**src/rtl/eeprom_pkg.sv**
```systemverilog
// Shared types and constants for the EEPROM access path.
// Used by the arbiter now and by the byte engine driver later.
package eeprom_pkg;

  localparam int N_CLIENTS      = 2;
  localparam int ADDR_W         = 8;
  localparam int DATA_W         = 8;
  localparam int WR_GAP_CYC_DEF = 60000;
  localparam int MAX_RETRY_DEF  = 3;

  typedef enum logic [1:0] {
    ST_IDLE,
    ST_ISSUE,
    ST_WAIT_RSP,
    ST_GAP
  } arb_state_e;

  // Gap counter never narrower than 17 bits.
  function automatic int gap_cnt_w(input int n);
    int w;
    w = $clog2(n + 1);
    return (w > 17) ? w : 17;
  endfunction

endpackage

```
**src/rtl/eeprom_access_arbiter_rr_arb2.sv**
```systemverilog
// Two-requester round-robin picker.
// The requester other than the last winner wins a conflict.
module rr_arb2 (
  input  logic       clk,
  input  logic       rst,
  input  logic [1:0] req,
  input  logic       upd,
  output logic       gnt_idx
);

  logic last;

  always_comb begin
    gnt_idx = req[1];
    if (req == 2'b11)
      gnt_idx = ~last;
  end

  always_ff @(posedge clk or posedge rst) begin
    if (rst)
      last <= 1'b1;
    else if (upd && |req)
      last <= gnt_idx;
  end

endmodule

```
**src/rtl/eeprom_access_arbiter.sv**
```systemverilog
// Two-client arbiter/sequencer in front of the EEPROM byte engine.
// Retries NACKs and enforces the post-write internal cycle time.
module eeprom_access_arbiter
  import eeprom_pkg::*;
#(
  parameter int WR_GAP_CYC = WR_GAP_CYC_DEF,
  parameter int MAX_RETRY  = MAX_RETRY_DEF
) (
  input  logic                 clk,
  input  logic                 rst,
  input  logic [N_CLIENTS-1:0] req,
  input  logic [N_CLIENTS-1:0] we,
  input  logic [15:0]          addr,
  input  logic [15:0]          wdata,
  output logic [N_CLIENTS-1:0] done,
  output logic                 err,
  output logic [DATA_W-1:0]    rdata,
  output logic                 busy,
  output logic                 cmd_valid,
  input  logic                 cmd_ready,
  output logic                 cmd_we,
  output logic [ADDR_W-1:0]    cmd_addr,
  output logic [DATA_W-1:0]    cmd_wdata,
  input  logic                 rsp_valid,
  input  logic                 rsp_nack,
  input  logic [DATA_W-1:0]    rsp_rdata
);

  localparam int CW = gap_cnt_w(WR_GAP_CYC);
  localparam int RW = $clog2(MAX_RETRY + 1) + 1;
  localparam logic [RW-1:0] MAX_R = RW'(MAX_RETRY);
  localparam logic [CW-1:0] GAP_LD = CW'(WR_GAP_CYC);

  arb_state_e state, state_nxt;

  logic              owner;
  logic              we_q;
  logic [ADDR_W-1:0] addr_q;
  logic [DATA_W-1:0] wdata_q;
  logic [RW-1:0]     retry_cnt;
  logic [CW-1:0]     gap_cnt;
  logic [1:0]        done_q;
  logic              err_q;
  logic [DATA_W-1:0] rdata_q;

  logic gnt_idx;
  logic grant;
  logic retry;
  logic fin;
  logic fin_err;
  logic load_gap;

  rr_arb2 u_arb (
    .clk     (clk),
    .rst     (rst),
    .req     (req),
    .upd     (grant),
    .gnt_idx (gnt_idx)
  );

  always_ff @(posedge clk or posedge rst) begin
    if (rst)
      state <= ST_IDLE;
    else
      state <= state_nxt;
  end

  always_comb begin
    state_nxt = state;
    grant     = 1'b0;
    retry     = 1'b0;
    fin       = 1'b0;
    fin_err   = 1'b0;
    load_gap  = 1'b0;
    unique case (state)
      ST_IDLE: begin
        if (|req) begin
          grant     = 1'b1;
          state_nxt = ST_ISSUE;
        end
      end
      ST_ISSUE: begin
        if (cmd_ready)
          state_nxt = ST_WAIT_RSP;
      end
      ST_WAIT_RSP: begin
        if (rsp_valid) begin
          if (!rsp_nack) begin
            fin = 1'b1;
            if (we_q) begin
              load_gap  = 1'b1;
              state_nxt = ST_GAP;
            end else begin
              state_nxt = ST_IDLE;
            end
          end else if (retry_cnt < MAX_R) begin
            retry     = 1'b1;
            state_nxt = ST_ISSUE;
          end else begin
            fin       = 1'b1;
            fin_err   = 1'b1;
            state_nxt = ST_IDLE;
          end
        end
      end
      ST_GAP: begin
        // Leaving on 1 makes GAP last exactly WR_GAP_CYC cycles.
        if (gap_cnt <= CW'(1))
          state_nxt = ST_IDLE;
      end
      default: state_nxt = ST_IDLE;
    endcase
  end

  always_ff @(posedge clk or posedge rst) begin
    if (rst) begin
      owner     <= 1'b0;
      we_q      <= 1'b0;
      addr_q    <= '0;
      wdata_q   <= '0;
      retry_cnt <= '0;
      gap_cnt   <= '0;
      done_q    <= '0;
      err_q     <= 1'b0;
      rdata_q   <= '0;
    end else begin
      done_q <= '0;
      err_q  <= 1'b0;
      if (grant) begin
        owner     <= gnt_idx;
        we_q      <= we[gnt_idx];
        addr_q    <= gnt_idx ? addr[15:8] : addr[7:0];
        wdata_q   <= gnt_idx ? wdata[15:8] : wdata[7:0];
        retry_cnt <= '0;
      end
      if (retry)
        retry_cnt <= retry_cnt + 1'b1;
      if (fin) begin
        done_q <= owner ? 2'b10 : 2'b01;
        err_q  <= fin_err;
        if (!fin_err && !we_q)
          rdata_q <= rsp_rdata;
      end
      if (load_gap)
        gap_cnt <= GAP_LD;
      else if (state == ST_GAP && gap_cnt != '0)
        gap_cnt <= gap_cnt - 1'b1;
    end
  end

  assign done      = done_q;
  assign err       = err_q;
  assign rdata     = rdata_q;
  assign busy      = (state != ST_IDLE);
  assign cmd_valid = (state == ST_ISSUE);
  assign cmd_we    = we_q;
  assign cmd_addr  = addr_q;
  assign cmd_wdata = wdata_q;

endmodule
```
**config.mk**
```make
export PLATFORM = sky130hd
export DESIGN_NAME = eeprom_access_arbiter
export DESIGN_NICKNAME = d
export VERILOG_FILES = /design/src/rtl/eeprom_pkg.sv /design/src/rtl/eeprom_access_arbiter_rr_arb2.sv /design/src/rtl/eeprom_access_arbiter.sv
export SDC_FILE = /design/constraint.sdc
export NUM_CORES = 1
export LEC_CHECK = 0
export CORE_AREA = 5 5 77 79
export DETAILED_ROUTE_END_ITERATION = 7
export DIE_AREA = 0 0 82 84
export PLACE_DENSITY = 0.83
export SYNTH_ARGS = -nofsm -noshare
export SYNTH_HDL_FRONTEND = slang
export SYNTH_SLANG_ARGS = --single-unit
```
**constraint.sdc**
```tcl
create_clock -name clk -period 5.25 [get_ports clk]
set_clock_uncertainty 0.1 [all_clocks]
set_input_delay 1.05 -clock clk [delete_from_list [all_inputs] [get_ports clk]]
set_output_delay 1.05 -clock clk [all_outputs]
set_load 0.005 [all_outputs]
```
==> metrics.txt, run 1 <==
# TYPE chip_impl_metric gauge
chip_impl_info{name="outcome",value="finished clean"} 1
chip_impl_metric{name="grt_pass1_vias",unit=""} 1953
chip_impl_metric{name="cts.sinks",unit=""} 52
chip_impl_metric{name="grt_antenna_before_repair",unit=""} 0
chip_impl_metric{name="maxSlewViolCount",unit=""} 0
chip_impl_metric{name="design.die.area",unit="um^2"} 6890
chip_impl_info{name="ys_dominant_reg_cell",value="dfrtp_1"} 1
chip_impl_metric{name="fin_cells",unit=""} 386
chip_impl_info{name="path_class",value="reg -> out"} 1
chip_impl_info{name="rsz_0062_raised_after_global_routing",value="no"} 1
chip_impl_metric{name="setup_viol",unit=""} 0
chip_impl_metric{name="share_of_synthesized_flip_flops_with_an_asynchronous_set_or_reset",unit=""} 1.00
chip_impl_metric{name="r2r_setup_slack",unit="ns"} 2.97
chip_impl_metric{name="die_width",unit="um"} 82
chip_impl_metric{name="yosysUniqueCellTypes",unit=""} 40
chip_impl_metric{name="number_of_enable_flip_flop_cells_after_synthesis",unit=""} 0
chip_impl_metric{name="maxCapViolations",unit=""} 0
chip_impl_metric{name="synth_area_per_cell",unit="um^2"} 10.4
chip_impl_metric{name="vias_per_cell",unit=""} 5.08
chip_impl_metric{name="ir_drop",unit="V"} 0.000261
chip_impl_metric{name="track_usage",unit=""} 0.165
chip_impl_info{name="tritoncts",value="done"} 1
chip_impl_metric{name="grt-ovfl-total",unit=""} 0
chip_impl_metric{name="wirelength",unit="mm"} 5.34
chip_impl_metric{name="dp_hpwl",unit="mm"} 4.06
chip_impl_metric{name="grt_first_pass_wirelength",unit="mm"} 8.92
chip_impl_metric{name="cts.htree.levels",unit=""} 2
chip_impl_metric{name="internal-power",unit="W"} 0.00104
chip_impl_metric{name="areaGrowthSynthToFinish",unit="%"} 39.0
chip_impl_metric{name="synthCells",unit=""} 236
chip_impl_metric{name="worst_r2r_path_depth",unit=""} 5
chip_impl_info{name="clock_tree.root_cell",value="clkbuf_8"} 1
chip_impl_info{name="worstSetupEndpoint",value="busy"} 1
chip_impl_metric{name="synth.top_cell.area_share",unit=""} 0.519
chip_impl_metric{name="n_diodes",unit=""} 0
chip_impl_metric{name="finish.net_count",unit=""} 366
chip_impl_info{name="endpoint_kind",value="output port"} 1
chip_impl_metric{name="sequential_cell_area_fraction_in_the_yosys_report",unit=""} 0.530
chip_impl_metric{name="multiInputGateArea",unit="um^2"} 1110
chip_impl_metric{name="port_buffers",unit=""} 78
chip_impl_metric{name="switching_power",unit="W"} 0.000484
chip_impl_metric{name="firstDrtPassIters",unit=""} 5
chip_impl_metric{name="route.vias.total",unit=""} 1959
chip_impl_metric{name="worst_slew_slack_as_a_fraction_of_its_limit",unit=""} 0.197
chip_impl_metric{name="path_max_fanout",unit=""} 8
chip_impl_metric{name="cts_inserted_buffers",unit=""} 5
chip_impl_metric{name="post_route_cells_drive_above_1_share",unit=""} 0.0860
chip_impl_metric{name="post_cts_buffers",unit=""} 0
chip_impl_metric{name="postLayoutSetupSlackWorst",unit="ns"} 2.43
chip_impl_metric{name="wl_per_cell",unit="um"} 13.8
chip_impl_metric{name="synthesis.nets",unit=""} 289
chip_impl_metric{name="dp_slack",unit="ns"} 2.08
chip_impl_metric{name="clk_pin_slew_worst_paths",unit="ns"} 0.09
chip_impl_info{name="synth.top_cells.by_area",value="dfrtp_1 (52%), mux2i_1 (8.5%), nand2_1 (5.5%)"} 1
chip_impl_info{name="post_synth_most_frequent_cells",value="dfrtp_1 (51), nand2_1 (36), o21ai_0 (26), mux2i_1 (21), nor2_1 (11)"} 1
chip_impl_metric{name="clockPowerShare",unit=""} 0.175
chip_impl_metric{name="floorplan.initialDensity",unit=""} 0.467
chip_impl_metric{name="worst_skew_pair.late_latency",unit="ns"} 0.30
chip_impl_info{name="regToRegEndpoint",value="gap_cnt[16]"} 1
chip_impl_metric{name="timing.setup.tns",unit="ns"} 0
chip_impl_metric{name="seq_cells_post_synth",unit=""} 52
chip_impl_metric{name="cts_resized",unit=""} 0
chip_impl_info{name="cell_with_the_most_instances_after_synthesis",value="dfrtp_1"} 1
chip_impl_metric{name="pwr-share-seq",unit=""} 0.451
chip_impl_metric{name="final_replace_weighted_congestion",unit=""} 0.776
chip_impl_metric{name="synth_warnings",unit=""} 0
chip_impl_metric{name="crit_arrival",unit="ns"} 1.67
chip_impl_info{name="classification_of_the_worst_slack_hold_path",value="reg -> reg"} 1
chip_impl_metric{name="fp-row-count",unit=""} 27
chip_impl_metric{name="synth.cell_area",unit="um^2"} 2460
chip_impl_metric{name="drt_iter0_markers",unit=""} 92
chip_impl_metric{name="clock.fmax",unit="MHz"} 355
chip_impl_metric{name="boundaryPins",unit=""} 79
chip_impl_metric{name="power.density_cell_area",unit="nW/um^2"} 447
chip_impl_metric{name="tightestPinTransition",unit="ns"} 1.20
chip_impl_metric{name="place_inst",unit=""} 378
chip_impl_metric{name="clockBufferDepth",unit=""} 2
chip_impl_metric{name="core_area",unit="um^2"} 5270
chip_impl_metric{name="fin_hold_ws",unit="ns"} 0.384
chip_impl_info{name="setup.worst_path.start",value="state[1]"} 1
chip_impl_metric{name="required",unit="ns"} 4.10
chip_impl_metric{name="ff_latch_area",unit="um^2"} 1300
chip_impl_info{name="netlist.top_cell.by_area",value="dfrtp_1"} 1
chip_impl_metric{name="antenna_violating_nets_post_route",unit=""} 0
chip_impl_metric{name="dr_drc_count",unit=""} 0
chip_impl_info{name="critical_path.reg2reg.startpoint",value="gap_cnt[7]"} 1
chip_impl_metric{name="chipHeight",unit="um"} 84
chip_impl_metric{name="combinationalPowerShare",unit=""} 0.374
chip_impl_info{name="timing.critical_path.from_type",value="flop"} 1
chip_impl_metric{name="hold_violations",unit=""} 0
chip_impl_metric{name="total_power",unit="W"} 0.00153
chip_impl_metric{name="post-route-period-util",unit=""} 0.537
chip_impl_metric{name="postCtsHoldBufs",unit=""} 0
chip_impl_metric{name="netSwitchingFraction",unit=""} 0.317
chip_impl_metric{name="pin_count_of_the_biggest_net_entering_global_routing",unit=""} 53
chip_impl_metric{name="fill_cells",unit=""} 421
chip_impl_metric{name="leakagePower",unit="nW"} 1.42
chip_impl_metric{name="period_minus_slack",unit="ns"} 2.82
-- critical path, stage by stage (launching register included) --
cell and delay (ns):
dfrtp_1 0.48, nor2_1 0.35, inv_1 0.08, clkdlybuf4s50_1 0.46
-- worst min path at each step --
stage,startpoint,cells past startpoint,endpoint,slack (ns)
5_1_grt,cmd_wdata[4],2,cmd_wdata[4],0.41
3_3_place_gp,cmd_addr[0],2,cmd_addr[0],0.36
2_1_floorplan,owner,1,done[0],0.31
3_5_place_dp,cmd_addr[0],2,cmd_addr[0],0.37
4_1_cts,cmd_wdata[4],2,cmd_wdata[4],0.39
6_report,cmd_addr[0],2,cmd_addr[0],0.38
-- cells by family after synthesis --
kind of cell,synth area share
fa+ha+maj,0.0204
compound gates,0.107
buf+inv,0.0234
xor+xnor,0.0178
mux,0.122
flops,0.530
simple gates,0.179
-- layer usage --
| metal | global-route usage | wire length, um | share of wire | vias up |
|---|---|---|---|---|
| met2 | 0.252 | 2470 | 0.46 | 66 |
| met1 | 0.205 | 2190 | 0.41 | 899 |
| li1 | - | - | - | 989 |
| met3 | 0.0778 | 630 | 0.12 | 5 |
| met5 | 0 | 0 | 0 | - |
| met4 | 0.0544 | 60 | 0.011 | 0 |
-- per-stage QoR --
stage               cell area, um^2  utilization
floorplan                      2460            -
global placement               3310        0.628
detailed placement             3310        0.628
CTS                            3420        0.648
global route                   3420        0.648
finish                         3420        0.648
-- power groups by stage --
| stage | combinational, W | clock [W] | sequential [W] |
|---|---|---|---|
| 6_report | 0.000572 | 0.000267 | 0.000688 |
| 5_1_grt | 0.000643 | 0.000288 | 0.000714 |
| 3_5_place_dp | 0.000578 | 0 | 0.000692 |
| 2_1_floorplan | 0.000285 | 0 | 0.000677 |
| 4_1_cts | 0.000582 | 0.000275 | 0.000687 |
| 3_3_place_gp | 0.000565 | 0 | 0.000686 |
-- cells in the final DEF (no fill, tap or decap), types with 2 or more instances in the layout --
cell,n
clkdlybuf4s50_1,78
dfrtp_1,51
nand2_1,36
o21ai_0,25
mux2i_1,21
nor2_1,11
nand3_1,8
mux2_2,8
a21oi_1,6
nor3_1,5
nor4_1,5
xor2_1,5
inv_1,5
clkbuf_8,5
ha_1,4
nand2b_1,3
or3_1,3
or4_1,3
or2_2,2
nand4_1,2
o211ai_1,2
o31ai_1,2
-- registers in the layout (all words and copies together) (netlist names) --
name        flops
retry_cnt       3
cmd_wdata       8
rdata           8
done            2
cmd_addr        8
owner           1
cmd_we          1
gap_cnt        17
err             1
u_arb.last      1
state           2
-- cell type report --
type	count	area share
Sequential cell	52	0.381
Multi-Input combinational cell	169	0.324
Timing Repair Buffer	79	0.231
Tap cell	72	0.0264
Clock buffer	6	0.0212
Clock inverter	2	0.0103
Inverter	6	0.00659
Power figures use the tool's default switching activity.
==> inputs of run 2 (changes only) <==
- CORE_AREA: 5 5 77 79 -> 5 5 80 82
- DIE_AREA: 0 0 82 84 -> 0 0 85 87
- PLACE_DENSITY: 0.83 -> 0.77
- clock period: 5.25 -> 2.9 ns (I/O delays scaled with it)
==> run 2 against run 1 <==
  * Critical path depth stayed put
  * Cell area grew 0.55%
  * Clock power increased by 66%
  * Critical path type unchanged
  * Cell count up 1.3%
  * Largest power group unchanged
  * Global-route usage shrank 1.3 points
  * Register-to-register slack worse by 2.3 ns
  * Count of clock-buffer cells in the layout decreased by 1
  * Via count up 0.51%
  * Core utilization fell by 4.3 points
  * Combinational power rose by 82%
==> metrics.txt, run 2 (synthesis results as in run 1) <==
# TYPE chip_impl_metric gauge
chip_impl_info{name="regToRegEndpoint",value="gap_cnt[16]"} 1
chip_impl_metric{name="largest_register_ffs",unit=""} 17
chip_impl_metric{name="dr_drc_count",unit=""} 0
chip_impl_metric{name="clock.fmax",unit="MHz"} 426
chip_impl_metric{name="power.density_cell_area",unit="nW/um^2"} 796
chip_impl_metric{name="areaGrowthSynthToFinish",unit="%"} 39.7
chip_impl_metric{name="cts.sinks",unit=""} 52
chip_impl_metric{name="fill_cells",unit=""} 519
chip_impl_metric{name="antenna_violating_nets_post_route",unit=""} 0
chip_impl_metric{name="finish.net_count",unit=""} 368
chip_impl_info{name="rsz_0062_raised_after_global_routing",value="no"} 1
chip_impl_metric{name="core_area",unit="um^2"} 5680
chip_impl_info{name="tritoncts",value="done"} 1
chip_impl_metric{name="fin_cells",unit=""} 391
chip_impl_metric{name="clockBufferDepth",unit=""} 2
chip_impl_info{name="critical_path.reg2reg.startpoint",value="gap_cnt[7]"} 1
chip_impl_metric{name="grt-ovfl-total",unit=""} 0
chip_impl_metric{name="grt_antenna_before_repair",unit=""} 0
chip_impl_info{name="critical_path.slowest_cell",value="dfrtp_1"} 1
chip_impl_metric{name="firstDrtPassIters",unit=""} 4
chip_impl_metric{name="fin_hold_ws",unit="ns"} 0.377
chip_impl_metric{name="period_minus_slack",unit="ns"} 2.35
chip_impl_metric{name="setup_viol",unit=""} 0
chip_impl_metric{name="postCtsHoldBufs",unit=""} 0
chip_impl_info{name="worstSetupEndpoint",value="busy"} 1
chip_impl_metric{name="worst_skew_pair.late_latency",unit="ns"} 0.31
chip_impl_metric{name="maxCapViolations",unit=""} 0
chip_impl_metric{name="ff_latch_area",unit="um^2"} 1300
chip_impl_info{name="outcome",value="finished clean"} 1
chip_impl_metric{name="n_diodes",unit=""} 0
chip_impl_info{name="clock_tree.root_cell",value="clkbuf_8"} 1
chip_impl_metric{name="cts_inserted_buffers",unit=""} 5
chip_impl_metric{name="critical-path-max-stage-delay",unit="ns"} 0.48
chip_impl_metric{name="multiInputGateArea",unit="um^2"} 1110
chip_impl_metric{name="wirelength",unit="mm"} 5.45
chip_impl_info{name="final_cell_mix",value="clkdlybuf4s50_1 (78), dfrtp_1 (51), nand2_1 (36), o21ai_0 (25), mux2i_1 (21)"} 1
chip_impl_metric{name="tightestPinTransition",unit="ns"} 0.657
chip_impl_metric{name="drt_iter0_markers",unit=""} 103
chip_impl_metric{name="design.die.area",unit="um^2"} 7400
chip_impl_metric{name="grt_pass1_vias",unit=""} 1961
chip_impl_metric{name="clk_pin_slew_worst_paths",unit="ns"} 0.10
chip_impl_metric{name="port_buffers",unit=""} 78
chip_impl_metric{name="path_max_fanout",unit=""} 8
chip_impl_metric{name="dp_hpwl",unit="mm"} 4.19
chip_impl_info{name="registers.top_by_ff_count",value="gap_cnt"} 1
chip_impl_info{name="setup.worst_path.start",value="state[1]"} 1
chip_impl_metric{name="cts.htree.levels",unit=""} 2
chip_impl_metric{name="place_inst",unit=""} 383
chip_impl_metric{name="final_replace_weighted_congestion",unit=""} 0.776
chip_impl_metric{name="post_cts_buffers",unit=""} 0
chip_impl_info{name="classification_of_the_worst_slack_hold_path",value="reg -> reg"} 1
chip_impl_metric{name="required",unit="ns"} 2.22
chip_impl_metric{name="crit_arrival",unit="ns"} 1.67
chip_impl_metric{name="worst_slew_slack_as_a_fraction_of_its_limit",unit=""} 0.562
chip_impl_info{name="layout_commonest_cell",value="clkdlybuf4s50_1"} 1
chip_impl_info{name="timing.critical_path.from_type",value="flop"} 1
chip_impl_metric{name="fp-row-count",unit=""} 28
chip_impl_info{name="path_class",value="reg -> out"} 1
chip_impl_metric{name="finalCoreUtilization",unit=""} 0.605
chip_impl_metric{name="route.vias.total",unit=""} 1969
chip_impl_metric{name="track_usage",unit=""} 0.153
chip_impl_metric{name="die_width",unit="um"} 85
chip_impl_metric{name="boundaryPins",unit=""} 79
chip_impl_metric{name="ir_drop",unit="V"} 0.000354
chip_impl_metric{name="post-route-period-util",unit=""} 0.809
chip_impl_metric{name="floorplan.initialDensity",unit=""} 0.433
chip_impl_metric{name="wl_per_cell",unit="um"} 13.9
chip_impl_metric{name="hold_violations",unit=""} 0
chip_impl_metric{name="post_route_cells_drive_above_1_share",unit=""} 0.0949
chip_impl_metric{name="pin_count_of_the_biggest_net_entering_global_routing",unit=""} 53
chip_impl_info{name="endpoint_kind",value="output port"} 1
chip_impl_metric{name="timing.setup.tns",unit="ns"} 0
chip_impl_metric{name="maxSlewViolCount",unit=""} 0
chip_impl_metric{name="worst_r2r_path_depth",unit=""} 5
chip_impl_metric{name="leakagePower",unit="nW"} 1.43
chip_impl_metric{name="vias_per_cell",unit=""} 5.04
chip_impl_metric{name="cts_resized",unit=""} 0
chip_impl_metric{name="r2r_setup_slack",unit="ns"} 0.65
chip_impl_metric{name="chipHeight",unit="um"} 87
chip_impl_metric{name="grt_first_pass_wirelength",unit="mm"} 9.15
chip_impl_info{name="critical_path.cell_chain",value="nor2_1, inv_1, clkdlybuf4s50_1"} 1
run 2: cell types whose count changed in the layout (fill, tap and decap cells not counted), sizes merged:
cell	delta
bufinv	-1
clkbuf	-1
inv	+2
buf	+2
run 2: how the worst min path moves through the flow:
stage                     cells after the start  slack (ns)  endpoint  startpoint
after floorplan                               1        0.31   done[0]       owner
after global placement                        1        0.35   done[0]       owner
after detailed placement                      1        0.36   done[0]       owner
after CTS                                     1        0.37   done[0]       owner
after global routing                          1        0.40   done[0]       owner
final                                         1        0.38   done[0]       owner
run 2: area by class of cell:
| cell class | count | area share |
|---|---|---|
| flip-flops and latches | 52 | 0.379 |
| multi-input cells | 169 | 0.322 |
| repair buffers | 81 | 0.237 |
| clock buffers | 5 | 0.0200 |
| clock inverters | 3 | 0.00765 |
| inverters | 6 | 0.00655 |
| well taps | 75 | 0.0273 |
run 2: critical path: cells and delay by family, from the launching register on:
family / cells / cell delay [ns]
buffers and inverters: 2 / 0.55
flip-flops: 1 / 0.48
AND/OR/NAND/NOR: 1 / 0.33
run 2: where the power goes:
part	switching, W	internal [W]	total, W
Clock	0.000264	0.000178	0.000442
Sequential	0.000234	0.00101	0.00125
Combinational	0.000424	0.000620	0.00104
run 2: per-layer routing:
| metal | routed length, um | up-vias | GRT usage | share of wire |
|---|---|---|---|---|
| met4 | 102 | 0 | 0.0446 | 0.019 |
| li1 | - | 989 | - | - |
| met1 | 2230 | 906 | 0.186 | 0.41 |
| met3 | 591 | 10 | 0.0710 | 0.11 |
| met5 | 0 | - | 0 | 0 |
| met2 | 2520 | 64 | 0.244 | 0.46 |
run 2: metrics by stage:
stage	cell area [um^2]	total power [W]	worst slack, ns
after floorplan	2460	0.00174	0.795
after global placement	3340	0.00228	0.406
after detailed placement	3340	0.00232	0.378
after CTS	3440	0.00276	0.521
after global routing	3440	0.00295	0.437
final	3440	0.00273	0.554
